[config.mk]
export PLATFORM = sky130hd
export DESIGN_NAME = data_mem_arbiter_flat
export DESIGN_NICKNAME = d
export VERILOG_FILES = /design/src/rtl/data_mem_arbiter_if.sv /design/src/rtl/data_mem_arbiter.sv /design/src/flat_wrapper.sv
export SDC_FILE = /design/constraint.sdc
export NUM_CORES = 1
export LEC_CHECK = 0
export ABC_AREA = 1
export CAP_MARGIN = 25
export CELL_PAD_IN_SITES_DETAIL_PLACEMENT = 1
export CELL_PAD_IN_SITES_GLOBAL_PLACEMENT = 2
export CORE_MARGIN = 2
export CORE_UTILIZATION = 22
export DETAILED_ROUTE_END_ITERATION = 8
export PLACE_DENSITY = 0.85
export SETUP_SLACK_MARGIN = 0.5
export SLEW_MARGIN = 25
export SYNTH_ARGS = -nofsm -noshare
export SYNTH_HDL_FRONTEND = slang
export SYNTH_SLANG_ARGS = --single-unit
[constraint.sdc]
create_clock -name clk -period 2 [get_ports clk]
set_clock_uncertainty 0.15 [all_clocks]
set_input_delay 0.4 -clock clk [delete_from_list [all_inputs] [get_ports clk]]
set_output_delay 0.4 -clock clk [all_outputs]
set_load 0.05 [all_outputs]
[src/rtl/data_mem_arbiter_if.sv]
// Port bundle for data_mem_arbiter: CPU requester, debug requester and the
// shared data-memory/GPIO port, plus busy and a state view of the sequencer.
interface data_mem_arbiter_if #(
   parameter int DW = 32,
   parameter int AW = 32
);
   // Handshake: a requester raises req with stable we/addr/wdata and holds it
   // until its done pulses for one cycle; rdata is valid only while done=1.
   // Memory side: mem_en strobes for one cycle, mem_rdata is expected
   // MEM_LAT cycles later.
   logic          cpu_req;
   logic          cpu_we;
   logic [AW-1:0] cpu_addr;
   logic [DW-1:0] cpu_wdata;
   logic [DW-1:0] cpu_rdata;
   logic          cpu_done;
   logic          cpu_stall;

   logic          dbg_req;
   logic          dbg_we;
   logic [AW-1:0] dbg_addr;
   logic [DW-1:0] dbg_wdata;
   logic [DW-1:0] dbg_rdata;
   logic          dbg_done;

   logic          mem_en;
   logic          mem_we;
   logic [AW-1:0] mem_addr;
   logic [DW-1:0] mem_wdata;
   logic [DW-1:0] mem_rdata;

   logic          busy;
   logic [1:0]    arb_state;

   modport slave (
      input  cpu_req, cpu_we, cpu_addr, cpu_wdata,
      output cpu_rdata, cpu_done, cpu_stall,
      input  dbg_req, dbg_we, dbg_addr, dbg_wdata,
      output dbg_rdata, dbg_done,
      output mem_en, mem_we, mem_addr, mem_wdata,
      input  mem_rdata,
      output busy, arb_state
   );

   modport master (
      output cpu_req, cpu_we, cpu_addr, cpu_wdata,
      input  cpu_rdata, cpu_done, cpu_stall,
      output dbg_req, dbg_we, dbg_addr, dbg_wdata,
      input  dbg_rdata, dbg_done,
      input  mem_en, mem_we, mem_addr, mem_wdata,
      output mem_rdata,
      input  busy, arb_state
   );
endinterface

[src/rtl/data_mem_arbiter.sv]
// Shares the single data-memory/GPIO port between the CPU memory stage and the
// debug/loader port: one mem_en strobe per access, fixed read latency, done pulse.
module data_mem_arbiter #(
   parameter int DW       = 32,
   parameter int AW       = 32,
   parameter int MEM_LAT  = 1,
   parameter int DBG_PRIO = 0
) (
   input logic              clk,
   input logic              rst,
   data_mem_arbiter_if.slave bus
);

   typedef enum logic [1:0] {
      IDLE   = 2'd0,
      ACCESS = 2'd1,
      WAIT   = 2'd2,
      DONE   = 2'd3
   } state_t;

   localparam logic       OWN_CPU  = 1'b0;
   localparam logic       OWN_DBG  = 1'b1;
   localparam logic [3:0] LAT_LOAD = 4'(MEM_LAT - 1);

   state_t        state;
   logic          owner;
   logic          last_owner;
   logic [3:0]    lat_cnt;
   logic          we_q;

   logic          pick_dbg;
   logic          sel_we;
   logic [AW-1:0] sel_addr;
   logic [DW-1:0] sel_wdata;

   // Debug wins when alone, when it has fixed priority, or when the CPU went last.
   assign pick_dbg  = bus.dbg_req &
                      (~bus.cpu_req | (DBG_PRIO != 0) | (last_owner == OWN_CPU));
   assign sel_we    = pick_dbg ? bus.dbg_we    : bus.cpu_we;
   assign sel_addr  = pick_dbg ? bus.dbg_addr  : bus.cpu_addr;
   assign sel_wdata = pick_dbg ? bus.dbg_wdata : bus.cpu_wdata;

   assign bus.cpu_stall = bus.cpu_req & ~bus.cpu_done;
   assign bus.arb_state = state;

   always_ff @(posedge clk or negedge rst) begin
      if (!rst) begin
         state         <= IDLE;
         owner         <= OWN_CPU;
         last_owner    <= OWN_DBG;
         lat_cnt       <= '0;
         we_q          <= 1'b0;
         bus.mem_en    <= 1'b0;
         bus.mem_we    <= 1'b0;
         bus.mem_addr  <= '0;
         bus.mem_wdata <= '0;
         bus.cpu_rdata <= '0;
         bus.dbg_rdata <= '0;
         bus.cpu_done  <= 1'b0;
         bus.dbg_done  <= 1'b0;
         bus.busy      <= 1'b0;
      end else begin
         bus.mem_en   <= 1'b0;
         bus.mem_we   <= 1'b0;
         bus.cpu_done <= 1'b0;
         bus.dbg_done <= 1'b0;
         case (state)
            IDLE: begin
               if (bus.cpu_req || bus.dbg_req) begin
                  owner         <= pick_dbg;
                  last_owner    <= pick_dbg;
                  we_q          <= sel_we;
                  bus.mem_addr  <= sel_addr;
                  bus.mem_wdata <= sel_wdata;
                  bus.mem_en    <= 1'b1;
                  bus.mem_we    <= sel_we;
                  bus.busy      <= 1'b1;
                  state         <= ACCESS;
               end
            end
            ACCESS: begin
               lat_cnt <= LAT_LOAD;
               state   <= WAIT;
            end
            WAIT: begin
               if (lat_cnt == 4'd0) begin
                  // Read data lands in the owner's register together with its done.
                  if (!we_q) begin
                     if (owner == OWN_DBG) bus.dbg_rdata <= bus.mem_rdata;
                     else                  bus.cpu_rdata <= bus.mem_rdata;
                  end
                  if (owner == OWN_DBG) bus.dbg_done <= 1'b1;
                  else                  bus.cpu_done <= 1'b1;
                  state <= DONE;
               end else begin
                  lat_cnt <= lat_cnt - 4'd1;
               end
            end
            DONE: begin
               bus.busy <= 1'b0;
               state    <= IDLE;
            end
            default: state <= IDLE;
         endcase
      end
   end

endmodule

[src/flat_wrapper.sv]
// flat-port wrapper written by rule: the top's interface ports become plain ports
module data_mem_arbiter_flat 
#(
   parameter int DW       = 32,
   parameter int AW       = 32,
   parameter int MEM_LAT  = 1,
   parameter int DBG_PRIO = 0
)
  (clk, rst, bus_cpu_req, bus_cpu_we, bus_cpu_addr, bus_cpu_wdata, bus_cpu_rdata, bus_cpu_done, bus_cpu_stall, bus_dbg_req, bus_dbg_we, bus_dbg_addr, bus_dbg_wdata, bus_dbg_rdata, bus_dbg_done, bus_mem_en, bus_mem_we, bus_mem_addr, bus_mem_wdata, bus_mem_rdata, bus_busy, bus_arb_state);
  data_mem_arbiter_if #(.DW(DW), .AW(AW)) bus_i ();
  input logic clk;
  input logic rst;
  input wire logic [$bits(bus_i.cpu_req)-1:0] bus_cpu_req;
  input wire logic [$bits(bus_i.cpu_we)-1:0] bus_cpu_we;
  input wire logic [$bits(bus_i.cpu_addr)-1:0] bus_cpu_addr;
  input wire logic [$bits(bus_i.cpu_wdata)-1:0] bus_cpu_wdata;
  output wire logic [$bits(bus_i.cpu_rdata)-1:0] bus_cpu_rdata;
  output wire logic [$bits(bus_i.cpu_done)-1:0] bus_cpu_done;
  output wire logic [$bits(bus_i.cpu_stall)-1:0] bus_cpu_stall;
  input wire logic [$bits(bus_i.dbg_req)-1:0] bus_dbg_req;
  input wire logic [$bits(bus_i.dbg_we)-1:0] bus_dbg_we;
  input wire logic [$bits(bus_i.dbg_addr)-1:0] bus_dbg_addr;
  input wire logic [$bits(bus_i.dbg_wdata)-1:0] bus_dbg_wdata;
  output wire logic [$bits(bus_i.dbg_rdata)-1:0] bus_dbg_rdata;
  output wire logic [$bits(bus_i.dbg_done)-1:0] bus_dbg_done;
  output wire logic [$bits(bus_i.mem_en)-1:0] bus_mem_en;
  output wire logic [$bits(bus_i.mem_we)-1:0] bus_mem_we;
  output wire logic [$bits(bus_i.mem_addr)-1:0] bus_mem_addr;
  output wire logic [$bits(bus_i.mem_wdata)-1:0] bus_mem_wdata;
  input wire logic [$bits(bus_i.mem_rdata)-1:0] bus_mem_rdata;
  output wire logic [$bits(bus_i.busy)-1:0] bus_busy;
  output wire logic [$bits(bus_i.arb_state)-1:0] bus_arb_state;
  assign bus_i.cpu_req = bus_cpu_req;
  assign bus_i.cpu_we = bus_cpu_we;
  assign bus_i.cpu_addr = bus_cpu_addr;
  assign bus_i.cpu_wdata = bus_cpu_wdata;
  assign bus_cpu_rdata = bus_i.cpu_rdata;
  assign bus_cpu_done = bus_i.cpu_done;
  assign bus_cpu_stall = bus_i.cpu_stall;
  assign bus_i.dbg_req = bus_dbg_req;
  assign bus_i.dbg_we = bus_dbg_we;
  assign bus_i.dbg_addr = bus_dbg_addr;
  assign bus_i.dbg_wdata = bus_dbg_wdata;
  assign bus_dbg_rdata = bus_i.dbg_rdata;
  assign bus_dbg_done = bus_i.dbg_done;
  assign bus_mem_en = bus_i.mem_en;
  assign bus_mem_we = bus_i.mem_we;
  assign bus_mem_addr = bus_i.mem_addr;
  assign bus_mem_wdata = bus_i.mem_wdata;
  assign bus_i.mem_rdata = bus_mem_rdata;
  assign bus_busy = bus_i.busy;
  assign bus_arb_state = bus_i.arb_state;
  data_mem_arbiter #(.DW(DW), .AW(AW), .MEM_LAT(MEM_LAT), .DBG_PRIO(DBG_PRIO)) u_core (.clk(clk), .rst(rst), .bus(bus_i));
endmodule
# Word level (Yosys, flattened, before mapping)
# Index checks and enable logic that the tools add are counted.
dict set report word_totals {
  reg_bits 142
  input_bits 166
  output_inout_bits 136
  elab_cells 60
}
dict set report classes {
  n_addsub 1
  eq_ne 6
  muxes 20
  bitwise_logic 8
  reduce_logical 11
}
# op count
set op_table {}
lappend op_table {{two-way mux 32 bit} 2}
lappend op_table {{two-way mux 1 bit} 12}
lappend op_table {{one-hot mux 2 bit (4 select lines)} 1}
lappend op_table {{one-hot mux 4 bit (2 select lines)} 1}
lappend op_table {{AND reduction 2 bit} 4}
lappend op_table {{AND reduction 4 bit} 2}
lappend op_table {{inverter 1 bit} 5}
lappend op_table {{== test 2 bit, second input constant} 2}
lappend op_table {{zero test 4 bit} 1}
lappend op_table {{two-way mux 2 bit} 2}
lappend op_table {{two-way mux 4 bit} 1}
lappend op_table {{inequality test 2 x 1 -> 1 bit, second input constant} 2}
lappend op_table {{nonzero test 2 bit} 2}
lappend op_table {{subtractor 4 x 1 -> 4 bit, second input constant} 1}
lappend op_table {{bitwise AND 1 bit} 2}
lappend op_table {{== test 2 x 1 -> 1 bit, second input constant} 1}
lappend op_table {{zero test 2 bit} 1}
lappend op_table {{inequality test 2 bit, second input constant} 1}
lappend op_table {{one-hot mux 1 bit (2 select lines)} 1}
lappend op_table {{logical OR 1 bit} 1}
lappend op_table {{bitwise OR 1 bit} 1}

# Logic depth before layout (Yosys ltp)
dict set report logic_depth {
  word_depth 6
  ltp_mapped 9
  depth_no_buf 9
}

# Worst setup path after synthesis
# OpenSTA, ideal clock, no wires.
dict set report synth_timing {
  path_type {reg2reg}
  startpoint {reg u_core.state[1] (netlist: u_core.bus.arb_state[1])}
  endpoint {reg u_core.bus.dbg_rdata[18]}
  arrival_time_ns 1.700
  setup_slack_ns 0.030
  stages_incl_launch_ff 9
  n_path_buf 2
  period_less_slack_ns 1.970
  path_cell_list {dfrtp_1 -> ha_1 -> buf_4 -> inv_1 -> nor2_1 -> nand3_4 -> buf_4 -> nand2_1 -> o21ai_2}
}
dict set report synth_between {
  elab_chain_cells 2
}
# element line_no
set synth_rtl {}
lappend synth_rtl {{start: declaration} data_mem_arbiter.sv:25} ;# state_t state;
lappend synth_rtl {{start signal: assignment} data_mem_arbiter.sv:48} ;# state <= IDLE;
lappend synth_rtl {{start signal: assignment} data_mem_arbiter.sv:78} ;# state <= ACCESS;
lappend synth_rtl {{start signal: assignment} data_mem_arbiter.sv:83} ;# state <= WAIT;
lappend synth_rtl {{== test 2 bit} data_mem_arbiter.sv:67} ;# case (state)
lappend synth_rtl {{AND reduction 4 bit (no source line)} --}
lappend synth_rtl {{end signal: assignment} data_mem_arbiter.sv:89} ;# if (owner == OWN_DBG) bus.dbg_rdata <= bus.mem_rdata;
lappend synth_rtl {{end: declaration} data_mem_arbiter_if.sv:39} ;# output dbg_rdata, dbg_done,
# No other way between the ends.
# A chain may end at the register's enable or synchronous reset.

# Final worst setup path
dict set report layout_timing {
  startpoint {reg u_core.state[1] (netlist: u_core.bus.arb_state[1])}
  endpoint {reg u_core.bus.mem_addr[21]}
}
dict set report layout_between {
  elab_chain_cells 2
}
# element line_no
set layout_rtl {}
lappend layout_rtl {{zero test 2 bit} data_mem_arbiter.sv:67}
lappend layout_rtl {{AND reduction 2 bit (no source line)} --}
lappend layout_rtl {{end signal: assignment} data_mem_arbiter.sv:73} ;# bus.mem_addr <= sel_addr;
lappend layout_rtl {{end: declaration} data_mem_arbiter_if.sv:40} ;# output mem_en, mem_we, mem_addr, mem_wdata,
# No other way between the ends.

==> metrics.txt <==
status finished clean; largest net degree at the start of global routing 65; maxcap violations 0; Placed Cells incl. Taps 1291; Pint 0.01346 W; Tmin final 1.796 ns; placer congestion estimate 0.7624; leakage power 5.801 nW; I/O pin cnt 302; Final Cycle Share 89.80%; grt ovf 0; ys flop type dfrtp_1; commonest non-fill, non-tap cells in the layout 185 x nand2_1, 163 x clkdlybuf4s50_1, 152 x buf_6; clock sinks 142; Initial Utilization 22.43%; drt first-iter violations 246; VDD IR max 0.8843 mV; initial antenna violation count 1; synth unique cells 25; CTS tree built; R2R cell count 9; Placed Area 0.009271 mm²; Num CTS Buffers 17; Synthesized Nets 841; # DRC 0; EDFF count, synth 0; DRT Pass-1 Iters 4; PortBufs 301; PD cells 2015 mW/mm²; Die Area 0.02890 mm²; drt total wl 28780 µm; Clk pwr share 12.5%; drt wl/cell 19.35 µm; root buf cell clkbuf_16; flop-to-flop setup slack 0.20 ns; Fin. Hold Viols 0; Max Fclk 556.8 MHz; setup ws final 0.2041 ns; critical path launch point type register; CTS H-Tree Depth 4; Final Instance Area 0.01268 mm²; Die X 170.0 µm; total number of vias 6703; clock transition at the registers of the reported paths 0.07 ns; Critical Path RT 2.17 ns; Util after Layout 46.93%; GRT Total Usage 16.85%; Rows 60; Die Ht 170.0 µm; Critical R2R Capture u_core.bus.mem_addr[21]; hpwl dp 15960 µm; synth warn 0; Psw 0.01210 W; Vias/cell 4.508; Switching Share 47.35%; fin cells 1487; Avg Inst Size Synth 9.048 µm²; vias in the first global route 6593; Hold WC Path Type in2async; share of layout cells above drive strength 1 42.93%; Power Total 0.02556 W; crit path kind reg2reg; post-place setup slack -0.1525 ns; Sequential Power Share 21.8%; core area 0.02703 mm²; Combinational Power Share 65.7%; Final #Nets 1304; Setup-failing EPs final 0; # diodes 0; CP Max Fanout 8; relative slew slack 78.91%; Crit Reg-Reg Startpoint u_core.bus.arb_state[1]; clk_lat worst skew 0.41 ns; post-synthesis register bit count 142; Slew Limit Fails 0; Longest Clk Path Bufs 2; P&R area growth vs syn 109.2%; DRT antenna net count 0; first-pass GRT wire length 37210 µm; unrepaired setup endpoints after global routing yes; CP arrival 1.96 ns; Worst Setup End Kind register; commonest non-fill, non-tap cell in the layout nand2_1; fraction of registers with async set/reset 100.0%; sequential area share after synthesis 58.64%; gate count of the mapped netlist 670; Netlist Area Pre-Place 0.006062 mm²; Tightest Pin Transition 0.3164 ns
==> flip-flops by register name, indices dropped and copies added (netlist names) <==
| signal | flops |
|---|---|
| u_core.bus.mem_we | 1 |
| u_core.bus.cpu_rdata | 32 |
| u_core.lat_cnt | 4 |
| u_core.bus.mem_en | 1 |
| u_core.bus.dbg_rdata | 32 |
| u_core.we_q | 1 |
| u_core.last_owner | 1 |
| u_core.bus.mem_wdata | 32 |
| u_core.bus.arb_state | 2 |
| u_core.bus.mem_addr | 32 |
| u_core.bus.cpu_done | 1 |
| u_core.bus.dbg_done | 1 |
| u_core.owner | 1 |
| u_core.bus.busy | 1 |
==> power by group through the flow <==
stage	Combinational, W	Clock (W)	Sequential (W)
floorplan	0.00293	0	0.00991
global placement	0.0110	0	0.00525
detailed placement	0.0112	0	0.00531
CTS	0.0136	0.00330	0.00549
global route	0.0176	0.00341	0.00570
finish	0.0168	0.00320	0.00558
==> timing repair <==
action	in CTS	in global routing
hold buffers	1	0
resized for setup	186	149
setup endpoints to repair	270	276
pin swaps	4	10
cloned	10	14
hold endpoints to repair	23	0
setup buffers	49	90
==> synth_stat cells (all sizes together) (2+ instances only) <==
cell type  instances  area share, %
nand2            215             13
nor3               2           0.35
buf               37            4.1
o21ai             70            6.8
dfrtp            141             58
nand3              6           0.91
nor2              74            4.7
clkbuf             4           0.25
a31oi             64            6.6
inv               47            2.9
ha                 5            1.0
==> critical path, stage by stage (launching register included) <==
cell,delay [ns]
dfrtp_2,0.44
inv_2,0.09
ha_4,0.14
inv_4,0.03
nor2_4,0.15
buf_6,0.13
buf_12,0.16
buf_12,0.15
nor2_2,0.04
a31oi_1,0.19
==> area by class of cell <==
class	count	area, µm²
Inverter	47	191.4
Clock inverter	14	143.9
Multi-Input combinational cell	440	2654
Tap cell	341	426.7
Sequential cell	142	3560
Clock buffer	18	429.2
Timing Repair Buffer	485	5279
Fill cell	2955	14340
==> through the flow <==
step / setup TNS, ns / hold WS, ns
2_1_floorplan: 0 / -0.04559
3_3_place_gp: -1.651 / 0.1650
3_5_place_dp: -2.970 / 0.1571
4_1_cts: 0 / 0.2833
5_1_grt: 0 / 0.3010
6_report: 0 / 0.3100
==> kinds of logic after synthesis <==
| kind of cell | after synthesis | synth area share, % |
|---|---|---|
| AOI/OAI and AO/OA | 136 | 13.58 |
| xor gates and xnor gates | 1 | 0.1445 |
| adders and majority gates | 5 | 1.032 |
| buffers and inverters | 88 | 7.224 |
| DFF | 142 | 58.64 |
| and+or+nand+nor | 298 | 19.38 |
==> metal layers <==
metal	part of all wire, %	track usage [%]	vias to the layer above	wire [µm]
met5	0.045	0	-	13
li1	-	-	3099	-
met2	52	29.74	266	14940
met3	8.4	6.814	34	2424
met4	1.8	3.753	2	509
met1	38	19.11	3302	10890
==> worst max path at each step <==
stage,depth (start not counted),slack (ns),endpoint,from
finish,9,0.20,u_core.bus.mem_addr[21],u_core.bus.arb_state[1]
global route,10,0.12,u_core.bus.dbg_rdata[12],u_core.lat_cnt[0]
CTS,7,0.29,u_core.bus.cpu_rdata[13],u_core.bus.arb_state[1]
detailed placement,6,-0.15,u_core.bus.mem_wdata[31],bus_cpu_req
global placement,9,-0.07,u_core.we_q,bus_cpu_req
floorplan,9,0.26,u_core.bus.dbg_rdata[13],u_core.bus.arb_state[0]
No activity file was read; power rests on OpenSTA's default activity.
